--- src/rtl/imm_pkg.sv ---
// Shared encodings for the immediate decode stage: immediate type codes,
// RV opcodes and funct3 values that steer format selection, skid states.
package imm_pkg;

  localparam logic [2:0] IMM_I    = 3'd0;
  localparam logic [2:0] IMM_S    = 3'd1;
  localparam logic [2:0] IMM_B    = 3'd2;
  localparam logic [2:0] IMM_U    = 3'd3;
  localparam logic [2:0] IMM_J    = 3'd4;
  localparam logic [2:0] IMM_C    = 3'd5;
  localparam logic [2:0] IMM_SH   = 3'd6;
  localparam logic [2:0] IMM_NONE = 3'd7;

  localparam logic [6:0] OPC_LUI       = 7'b0110111;
  localparam logic [6:0] OPC_AUIPC     = 7'b0010111;
  localparam logic [6:0] OPC_JAL       = 7'b1101111;
  localparam logic [6:0] OPC_JALR      = 7'b1100111;
  localparam logic [6:0] OPC_LOAD      = 7'b0000011;
  localparam logic [6:0] OPC_MISC_MEM  = 7'b0001111;
  localparam logic [6:0] OPC_BRANCH    = 7'b1100011;
  localparam logic [6:0] OPC_STORE     = 7'b0100011;
  localparam logic [6:0] OPC_OP_IMM    = 7'b0010011;
  localparam logic [6:0] OPC_SYSTEM    = 7'b1110011;
  localparam logic [6:0] OPC_OP        = 7'b0110011;
  localparam logic [6:0] OPC_OP_IMM_32 = 7'b0011011;
  localparam logic [6:0] OPC_OP_32     = 7'b0111011;

  localparam logic [2:0] F3_SLL  = 3'b001;
  localparam logic [2:0] F3_SRX  = 3'b101;
  localparam logic [2:0] F3_PRIV = 3'b000;

  typedef enum logic [1:0] {
    ST_EMPTY = 2'd0,
    ST_ONE   = 2'd1,
    ST_TWO   = 2'd2
  } skid_state_e;

endpackage

--- src/rtl/imm_decode.sv ---
// Combinational immediate extractor: picks the RV format from opcode/funct3
// and builds the extended immediate plus an illegal-encoding flag.
module imm_decode
  import imm_pkg::*;
#(
  parameter int XLEN = 32
) (
  input  logic [31:0]     instr,
  output logic [XLEN-1:0] imm,
  output logic [2:0]      imm_type,
  output logic            illegal
);

  logic [6:0]  opcode;
  logic [2:0]  funct3;
  logic        is_shift;
  logic [31:0] imm32;
  logic        zext;

  assign opcode   = instr[6:0];
  assign funct3   = instr[14:12];
  assign is_shift = (funct3 == F3_SLL) || (funct3 == F3_SRX);

  always_comb begin
    imm32    = '0;
    zext     = 1'b0;
    imm_type = IMM_NONE;
    illegal  = 1'b0;
    case (opcode)
      OPC_LUI, OPC_AUIPC: begin
        imm_type = IMM_U;
        imm32    = {instr[31:12], 12'b0};
      end
      OPC_JAL: begin
        imm_type = IMM_J;
        imm32    = {{11{instr[31]}}, instr[31], instr[19:12], instr[20], instr[30:21], 1'b0};
      end
      OPC_JALR, OPC_LOAD, OPC_MISC_MEM: begin
        imm_type = IMM_I;
        imm32    = {{20{instr[31]}}, instr[31:20]};
      end
      OPC_BRANCH: begin
        imm_type = IMM_B;
        imm32    = {{19{instr[31]}}, instr[31], instr[7], instr[30:25], instr[11:8], 1'b0};
      end
      OPC_STORE: begin
        imm_type = IMM_S;
        imm32    = {{20{instr[31]}}, instr[31:25], instr[11:7]};
      end
      OPC_OP_IMM: begin
        if (is_shift) begin
          imm_type = IMM_SH;
          zext     = 1'b1;
          // RV64 shifts use a 6-bit shamt; on RV32 a set bit 25 is out of range.
          if (XLEN == 64) begin
            imm32 = {26'b0, instr[25:20]};
          end else begin
            imm32   = {27'b0, instr[24:20]};
            illegal = instr[25];
          end
        end else begin
          imm_type = IMM_I;
          imm32    = {{20{instr[31]}}, instr[31:20]};
        end
      end
      OPC_SYSTEM: begin
        if (funct3 != F3_PRIV) begin
          imm_type = IMM_C;
          zext     = 1'b1;
          imm32    = {27'b0, instr[19:15]};
        end else begin
          imm_type = IMM_I;
          imm32    = {{20{instr[31]}}, instr[31:20]};
        end
      end
      OPC_OP: begin
        imm_type = IMM_NONE;
      end
      OPC_OP_IMM_32: begin
        if (XLEN != 64) begin
          illegal = 1'b1;
        end else if (is_shift) begin
          imm_type = IMM_SH;
          zext     = 1'b1;
          imm32    = {27'b0, instr[24:20]};
          illegal  = instr[25];
        end else begin
          imm_type = IMM_I;
          imm32    = {{20{instr[31]}}, instr[31:20]};
        end
      end
      OPC_OP_32: begin
        illegal = (XLEN != 64);
      end
      default: begin
        illegal = 1'b1;
      end
    endcase
  end

  assign imm = zext ? XLEN'(imm32) : XLEN'(signed'(imm32));

endmodule

--- src/rtl/imm_decode_stage.sv ---
// Registered decode stage between fetch and execute: immediate, branch/jump
// target and illegal flag, with an optional 2-entry skid buffer.
module imm_decode_stage
  import imm_pkg::*;
#(
  parameter int XLEN    = 32,
  parameter bit SKID_EN = 1'b1
) (
  input  logic            clk_i,
  input  logic            rst_ni,
  input  logic            flush_i,
  input  logic            in_valid_i,
  output logic            in_ready_o,
  input  logic [31:0]     instruction_i,
  input  logic [XLEN-1:0] pc_i,
  output logic            out_valid_o,
  input  logic            out_ready_i,
  output logic [XLEN-1:0] imm_o,
  output logic [2:0]      imm_type_o,
  output logic [XLEN-1:0] target_o,
  output logic            illegal_o,
  output logic [1:0]      dbg_state_o
);

  // Entry layout: {target, imm, type, illegal}.
  localparam int EW = 2 * XLEN + 4;
  localparam logic [EW-1:0] ENT_RESET = {{(2 * XLEN){1'b0}}, IMM_NONE, 1'b0};

  logic [XLEN-1:0] dec_imm;
  logic [2:0]      dec_type;
  logic            dec_ill;
  logic [EW-1:0]   dec_ent;

  skid_state_e     state_q;
  logic            out_valid_q;
  logic            ready_q;
  logic [EW-1:0]   head_q;
  logic [EW-1:0]   skid_q;
  logic            accept;
  logic            pop;

  imm_decode #(.XLEN(XLEN)) u_decode (
    .instr    (instruction_i),
    .imm      (dec_imm),
    .imm_type (dec_type),
    .illegal  (dec_ill)
  );

  assign dec_ent = {pc_i + dec_imm, dec_imm, dec_type, dec_ill};

  // Handshake: an input transfer happens on a cycle with in_valid_i & in_ready_o,
  // an output transfer on out_valid_o & out_ready_i; neither side may make
  // valid depend on ready, and flush_i overrides both transfers that cycle.
  assign accept = in_valid_i & in_ready_o;
  assign pop    = out_valid_q & out_ready_i;

  always_ff @(posedge clk_i or negedge rst_ni) begin
    if (!rst_ni) begin
      state_q     <= ST_EMPTY;
      out_valid_q <= 1'b0;
      ready_q     <= 1'b1;
      head_q      <= ENT_RESET;
      skid_q      <= ENT_RESET;
    end else if (flush_i) begin
      state_q     <= ST_EMPTY;
      out_valid_q <= 1'b0;
      ready_q     <= 1'b1;
    end else begin
      case (state_q)
        ST_EMPTY: begin
          if (accept) begin
            head_q      <= dec_ent;
            state_q     <= ST_ONE;
            out_valid_q <= 1'b1;
          end
        end
        ST_ONE: begin
          if (accept && !pop) begin
            skid_q  <= dec_ent;
            state_q <= ST_TWO;
            ready_q <= 1'b0;
          end else if (accept) begin
            head_q <= dec_ent;
          end else if (pop) begin
            state_q     <= ST_EMPTY;
            out_valid_q <= 1'b0;
          end
        end
        ST_TWO: begin
          if (pop) begin
            head_q  <= skid_q;
            state_q <= ST_ONE;
            ready_q <= 1'b1;
          end
        end
        default: begin
          state_q     <= ST_EMPTY;
          out_valid_q <= 1'b0;
          ready_q     <= 1'b1;
        end
      endcase
    end
  end

  // Without the skid entry, ready is the classic pass-through form.
  assign in_ready_o  = SKID_EN ? ready_q : (!out_valid_q || out_ready_i);
  assign out_valid_o = out_valid_q;
  assign {target_o, imm_o, imm_type_o, illegal_o} = head_q;
  assign dbg_state_o = state_q;

endmodule

--- config.mk ---
export PLATFORM = sky130hd
export DESIGN_NAME = imm_decode_stage
export DESIGN_NICKNAME = d
export VERILOG_FILES = /design/src/rtl/imm_pkg.sv /design/src/rtl/imm_decode.sv /design/src/rtl/imm_decode_stage.sv
export SDC_FILE = /design/constraint.sdc
export NUM_CORES = 1
export LEC_CHECK = 0
export ABC_AREA = 1
export BUFFER_PORTS_ARGS = -buffer_cell sky130_fd_sc_hd__buf_2
export CORE_MARGIN = 2
export CORE_UTILIZATION = 58
export CTS_BUF_LIST = sky130_fd_sc_hd__clkbuf_16
export CTS_CLUSTER_DIAMETER = 120
export DETAILED_ROUTE_END_ITERATION = 8
export PLACE_DENSITY = 0.82
export SYNTH_ARGS = -nofsm -noshare
export SYNTH_HDL_FRONTEND = slang
export SYNTH_SLANG_ARGS = --single-unit
export TNS_END_PERCENT = 10
--- constraint.sdc ---
create_clock -name clk_i -period 1.9 [get_ports clk_i]
set_input_delay 0.19 -clock clk_i [delete_from_list [all_inputs] [get_ports clk_i]]
set_output_delay 0.19 -clock clk_i [all_outputs]
set_load 0.01 [all_outputs]
==> results.md, run 1 <==
* Max cap viols at 0
* Unique cell type count in the Yosys netlist at 37
* Overall power at 14.66 mW
* Post-Route WL at 39.14 mm
* Worst skew pair latency at 450 ps
* Initial antenna violation count at 0
* Syn Area/Cell at 7.084 µm²
* Met3 Usage GRT at 0.07264
* Most frequent cells in the layout: 309 x nand2_1, 216 x buf_4, 133 x dfrtp_1
* Clock Root Buffer: clkbuf_16
* Die Wd at 126.2 µm
* Largest net degree at the start of global routing at 61
* Vias in the first global route at 10260
* GR peak layer: met2
* Worst r2r src: in_ready_o
* WS Path Type: in2reg
* EDFF count, synth at 0
* Commonest non-fill, non-tap cell in the layout: nand2_1
* Post-DP HPWL at 21.34 mm
* Worst Setup End Kind: register
* Critical path launch point type: primary input
* Die area at 15920 µm²
* Via count at 11360
* CTS tree: yes
* Syn Nets at 1323
* Area after DPL at 10840 µm²
* Per-cell routed wire length at 22.10 µm
* Violated checks: setup timing
* Final setup viols at 109
* Cell area after layout at 13360 µm²
* Hold path depth at 3
* I/O pin count at 141
* Fillers at 565
* Reg2reg end: skid_q[13]
* Post-place setup slack at -1322 ps
* Final antenna diode count at 0
* Setup ws final at -1066 ps
* Hold Crit Start: instruction_i[25]
* Sequential element share of the synthesized area at 0.4057
* Core area at 14530 µm²
* Post-synth top flop: dfrtp_1
* Cell area after synthesis at 8657 µm²
* Initial Utilization at 0.5956
* GRT overflow at 0
* Area Growth Syn to Fin at 54.31%
* # DRC at 0
* Clk sinks at 140
* DR pass1 iterations at 8
* GRT met2 Usage at 0.6799
* Ys async rst share at 1.000
* Relative slew slack at 0.5387
* Clock transition at path regs at 60 ps
* Layout cells sized above 1 at 0.4373
* Gpl congestion at 0.9279
* Met1 GRT Util at 0.5181
* Crit path arrival time at 3290 ps
* Fin. max-slew vios at 0
* Post-route clock period utilization at 1.561
* Die height at 126.2 µm
* PortBufs at 140
* FF-to-FF path depth at 11
* First-pass GRT wire length at 51.42 mm
* Final layout net count at 1675
* Worst VDD drop at 0.0008796 V
* Final min period at 2966 ps
* CP max FO at 4
* Initial DRC count at 1566
* Total CTS buffers at 17
* #FFs+latches synth at 140
* Mapped Cells at 1222
* Clock Tree Buf Depth at 2
* Unrepaired setup endpoints after global routing: yes
* Leak at 7.091 nW
* Yosys Warn Count at 0
* GRT Overall Usage at 0.4106
* Fmax at 337.2 MHz
* H-tree levels at 4
* CP required at 2220 ps
* Final hold violation count at 0
* Hold WC Path Type: in2reg
* Pwr dens at 1097 nW/µm²
* Setup Skew at 9.235 ps
* Hold Path Sink: skid_q[9]
* Worst reg-to-reg setup slack at -190 ps
* Vias/cell at 6.414
* Tightest Pin Transition at 689.5 ps
* Status: complete, but fails checks
* Row count at 44
* Post-route ant nets at 0
[sequential cells by signal, indices dropped and copies added, names as in the netlist]
signal	count
out_valid_o	1
skid_q	68
head_q	68
dbg_state_o	2
in_ready_o	1
[kinds of logic after synthesis]
kind of cell             synth area share
AND/OR/NAND/NOR                    0.2847
buffers and inverters             0.08310
flip-flops                         0.4057
AO/OA/AOI/OAI                      0.1622
XOR/XNOR                          0.01720
adder cells (fa/ha/maj)           0.04712
[metal layers]
| metal | wire, µm | up-vias |
|---|---|---|
| met2 | 18030 | 1089 |
| li1 | - | 4666 |
| met4 | 3069 | 0 |
| met1 | 13360 | 5265 |
| met5 | 0 | - |
| met3 | 4685 | 339 |
[worst max-delay path: stages]
cell	delay, ps
buf_8	110
nand2_8	90
inv_4	40
nand2_4	80
nor2_4	50
nand4_1	170
o21ai_2	110
nor3_4	250
inv_2	100
nand2_2	90
inv_2	60
ha_4	290
nand2_2	110
buf_4	150
nor2_1	520
nand2_2	150
nand2_4	120
nand2_1	140
nand3_2	140
nand3_1	130
nand2_1	120
nand2_1	60
[synth_stat cells, types with 8 or more instances]
cell type / instances / area (µm²)
nor3_1: 8 / 40.04
o211ai_1: 14 / 105.1
o21a_1: 10 / 75.07
xnor2_1: 12 / 105.1
o21ai_1: 35 / 175.2
buf_2: 17 / 85.08
nand2_1: 390 / 1464
nand4_1: 15 / 93.84
dfrtp_1: 133 / 3328
a31oi_1: 10 / 62.56
nand3_1: 49 / 245.2
ha_1: 31 / 387.9
inv_1: 119 / 446.7
a21oi_1: 87 / 435.4
clkbuf_1: 14 / 52.55
nor2_1: 122 / 457.9
o21ai_0: 85 / 425.4
[cell type report]
class / instances / area [µm²] / share of cell area
Clock buffer: 17 / 425.4 / 0.03184
Clock inverter: 15 / 187.7 / 0.01405
Inverter: 126 / 481.7 / 0.03606
Multi-Input combinational cell: 910 / 5786 / 0.4331
Sequential cell: 140 / 3512 / 0.2629
Tap cell: 184 / 230.2 / 0.01723
Timing Repair Buffer: 379 / 2736 / 0.2048
[report_power, final]
group          switching, mW  internal, mW
Clock                   1.50          2.09
Combinational           3.66          2.26
Sequential             0.788          4.36
[how the worst max path moves through the flow]
stage	end	start	cells after the start	slack, ps
after detailed placement	head_q[51]	instruction_i[1]	23	-1320
final	head_q[64]	instruction_i[0]	22	-1070
after floorplan	head_q[58]	instruction_i[4]	25	-640
after CTS	head_q[59]	instruction_i[6]	23	-530
after global placement	head_q[59]	instruction_i[1]	24	-1260
after global routing	head_q[64]	instruction_i[0]	22	-1110
[timing repair]
action                                 in CTS  in global routing
setup buffers                              44                 20
pin swaps                                  95                 76
cloned                                      1                  0
gates resized for setup                   202                162
setup endpoints to repair                  81                128
endpoints found under the hold margin      47                  0
hold buffers                                1                  0
[through the flow]
step / setup TNS [ps] / util / std cells / hold WS, ps
floorplan: -29640 / - / 1222 / -105.6
global placement: -64740 / 0.7460 / 1675 / 161.6
detailed placement: -68510 / 0.7460 / 1675 / 162.5
CTS: -23320 / 0.8697 / 1752 / 53.05
global route: -50880 / 0.9192 / 1771 / 45.56
finish: -44800 / 0.9192 / 1771 / 51.07
Note: power is estimated with default switching activity, not from simulation.
==> run 2: changes to the inputs <==
--- a/config.mk
+++ b/config.mk
@@ -13,6 +13,7 @@
 export CTS_CLUSTER_DIAMETER = 120
 export DETAILED_ROUTE_END_ITERATION = 8
 export PLACE_DENSITY = 0.82
+export REMOVE_ABC_BUFFERS = 1
 export SYNTH_ARGS = -nofsm -noshare
 export SYNTH_HDL_FRONTEND = slang
 export SYNTH_SLANG_ARGS = --single-unit
==> run 2 against run 1 <==
The run still ends with setup timing left; clock skew decreased by 2.0 ps; clock power decreased by 8.1%; die area unchanged; hold slack improved by 20 ps; register-to-register slack improved by 100 ps; wire length decreased by 8.6%; critical path depth decreased by 4; fmax increased by 2.6%; sequential power decreased by 0.8%; sequential share of layout area increased by 0.52 points; critical endpoint is now head_q[62]; largest power group unchanged; highest routed layer unchanged.
==> results.md, run 2 (synthesis gave the netlist of run 1 again) <==
* Overall power at 14.03 mW
* Vias/cell at 6.136
* Core area at 14530 µm²
* Worst reg-to-reg setup slack at -90 ps
* Gpl congestion at 0.9580
* Unrepaired setup endpoints after global routing: yes
* Clock transition at path regs at 60 ps
* Final setup viols at 70
* Worst Setup End Kind: register
* CTS tree: yes
* I/O pin count at 141
* CP required at 2220 ps
* Delay-heaviest family, CP: simple AND/OR/NAND/NOR gates
* Crit path buf inv count at 2
* Final min period at 2892 ps
* Most frequent cells in the layout: 312 x nand2_1, 196 x buf_4, 133 x dfrtp_1
* CP max stage cell: ha_2
* Initial Utilization at 0.5956
* Final hold violation count at 0
* Crit path arrival time at 3210 ps
* Clock Tree Buf Depth at 2
* Fin. max-slew vios at 0
* Commonest non-fill, non-tap cell in the layout: nand2_1
* Fillers at 678
* Violated checks: setup timing
* Post-Route WL at 35.78 mm
* Crit-path max cell delay at 380 ps
* Worst path most repeated cell: nand2_1
* Die height at 126.2 µm
* Die area at 15920 µm²
* Clock Root Buffer: clkbuf_16
* Hold WC Path Type: in2reg
* Hold Crit Start: instruction_i[28]
* Post-Layout Cell Count at 1755
* Via count at 10770
* Hold path depth at 3
* Fmax at 345.8 MHz
* GRT Overall Usage at 0.3817
* FF-to-FF path depth at 11
* DR pass1 iterations at 6
* Setup Skew at 7.238 ps
* Dpl cells at 1666
* Post-route clock period utilization at 1.522
* Row count at 44
* Post-DP HPWL at 20.14 mm
* Relative slew slack at 0.6163
* CP max FO at 8
* GRT overflow at 0
* Setup ws final at -991.5 ps
* Die Wd at 126.2 µm
* CP cell instances: buf_6 > nor3_1 > nand2_4 > nand2_4 > nand2_2 > buf_6 > o211ai_1 > ha_2 > a21oi_4 > o21ai_1 > a21oi_2 > nor2_1 > nor2_2 > nand2_1 > nand2_2 > nand3_1 > nand2_1 > nand2_1
* # DRC at 0
* Leak at 6.951 nW
* Worst r2r src: dbg_state_o[0]
* Area Growth Syn to Fin at 51.32%
* Max cap viols at 0
* H-tree levels at 4
* Tightest Pin Transition at 575.6 ps
* Hold slack at 71.17 ps
* Worst VDD drop at 0.0008231 V
* Status: complete, but fails checks
* Post-route ant nets at 0
* WS Path Type: in2reg
* Worst skew pair latency at 440 ps
* Vias in the first global route at 9920
* First-pass GRT wire length at 48.36 mm
* Total CTS buffers at 17
* Layout cells sized above 1 at 0.4146
* Reg2reg end: head_q[47]
* Initial antenna violation count at 1
* Multi-input logic area at 5633 µm²
* Critical path launch point type: primary input
* Initial DRC count at 1281
* Final layout net count at 1658
* Largest net degree at the start of global routing at 75
* Per-cell routed wire length at 20.39 µm
* FF/Latch Area at 3512 µm²
* Clk sinks at 140
* Pwr dens at 1071 nW/µm²
* PortBufs at 140
* Hold Path Sink: skid_q[12]
[run 2: cell count changes in the layout (fill, tap and decap cells not counted), moves of 4 or more]
cell,before,now
ha_4,19,15
nor2_2,17,23
o21ai_2,14,9
buf_8,5,0
a21oi_1,55,62
buf_12,10,14
nor2_4,23,19
nand2_2,68,64
buf_4,216,196
inv_1,98,104
a21oi_2,27,18
inv_2,25,18
o21ai_0,49,55
[run 2: worst max path at each step]
stage            endpoint  slack [ps]  cells after the start        startpoint
5_1_grt        head_q[54]       -1120                     21  instruction_i[3]
3_3_place_gp   head_q[59]       -1350                     23  instruction_i[1]
3_5_place_dp   head_q[59]       -1400                     23  instruction_i[1]
4_1_cts        head_q[59]        -540                     21  instruction_i[2]
6_report       head_q[62]        -990                     18  instruction_i[6]
2_1_floorplan  head_q[39]       -1890                     10    dbg_state_o[1]
[run 2: per-layer routing]
layer  track usage  routed length (µm)  vias up
met2        0.6423               17250      852
met4        0.1913                2419        0
met3       0.07944                3416      244
li1              -                   -     4621
met5             0                   0        -
met1        0.4667               12700     5052
[run 2: final cells by class]
type | count | share of cell area
clock buffers | 17 | 0.03247
multi-input cells | 910 | 0.4300
repair buffers | 362 | 0.2025
well taps | 184 | 0.01757
flip-flops and latches | 140 | 0.2681
clock inverters | 15 | 0.01137
inverters | 126 | 0.03782
diodes | 1 | 0.0001910
[run 2: tightest hold or removal path, stage by stage]
cell	delay, ps
buf_2	130
nand2_2	90
o21ai_1	50
[run 2: power by group]
| part | leakage (nW) | internal, mW | total (mW) | switching (mW) |
|---|---|---|---|---|
| logic | 4.91 | 2.15 | 5.63 | 3.48 |
| clock network | 0.272 | 1.92 | 3.30 | 1.37 |
| registers | 1.77 | 4.36 | 5.11 | 0.751 |
[run 2: metrics by stage]
step / setup TNS (ps) / util / cell area (µm²) / setup slack [ps]
after floorplan: -165500 / - / 8411 / -1890
after global routing: -45380 / 0.9012 / 13100 / -1124
after global placement: -65570 / 0.7384 / 10730 / -1353
after detailed placement: -67250 / 0.7384 / 10730 / -1396
final: -35150 / 0.9013 / 13100 / -991.5
after CTS: -21460 / 0.8483 / 12330 / -537.8
[run 2: what timing repair did]
item	4_1_cts	5_1_grt
setup buffers	31	23
setup endpoints to repair	64	121
hold buffers	1	0
pin swaps	86	100
hold endpoints to repair	45	0
resized for setup	194	160
gates cloned	1	0
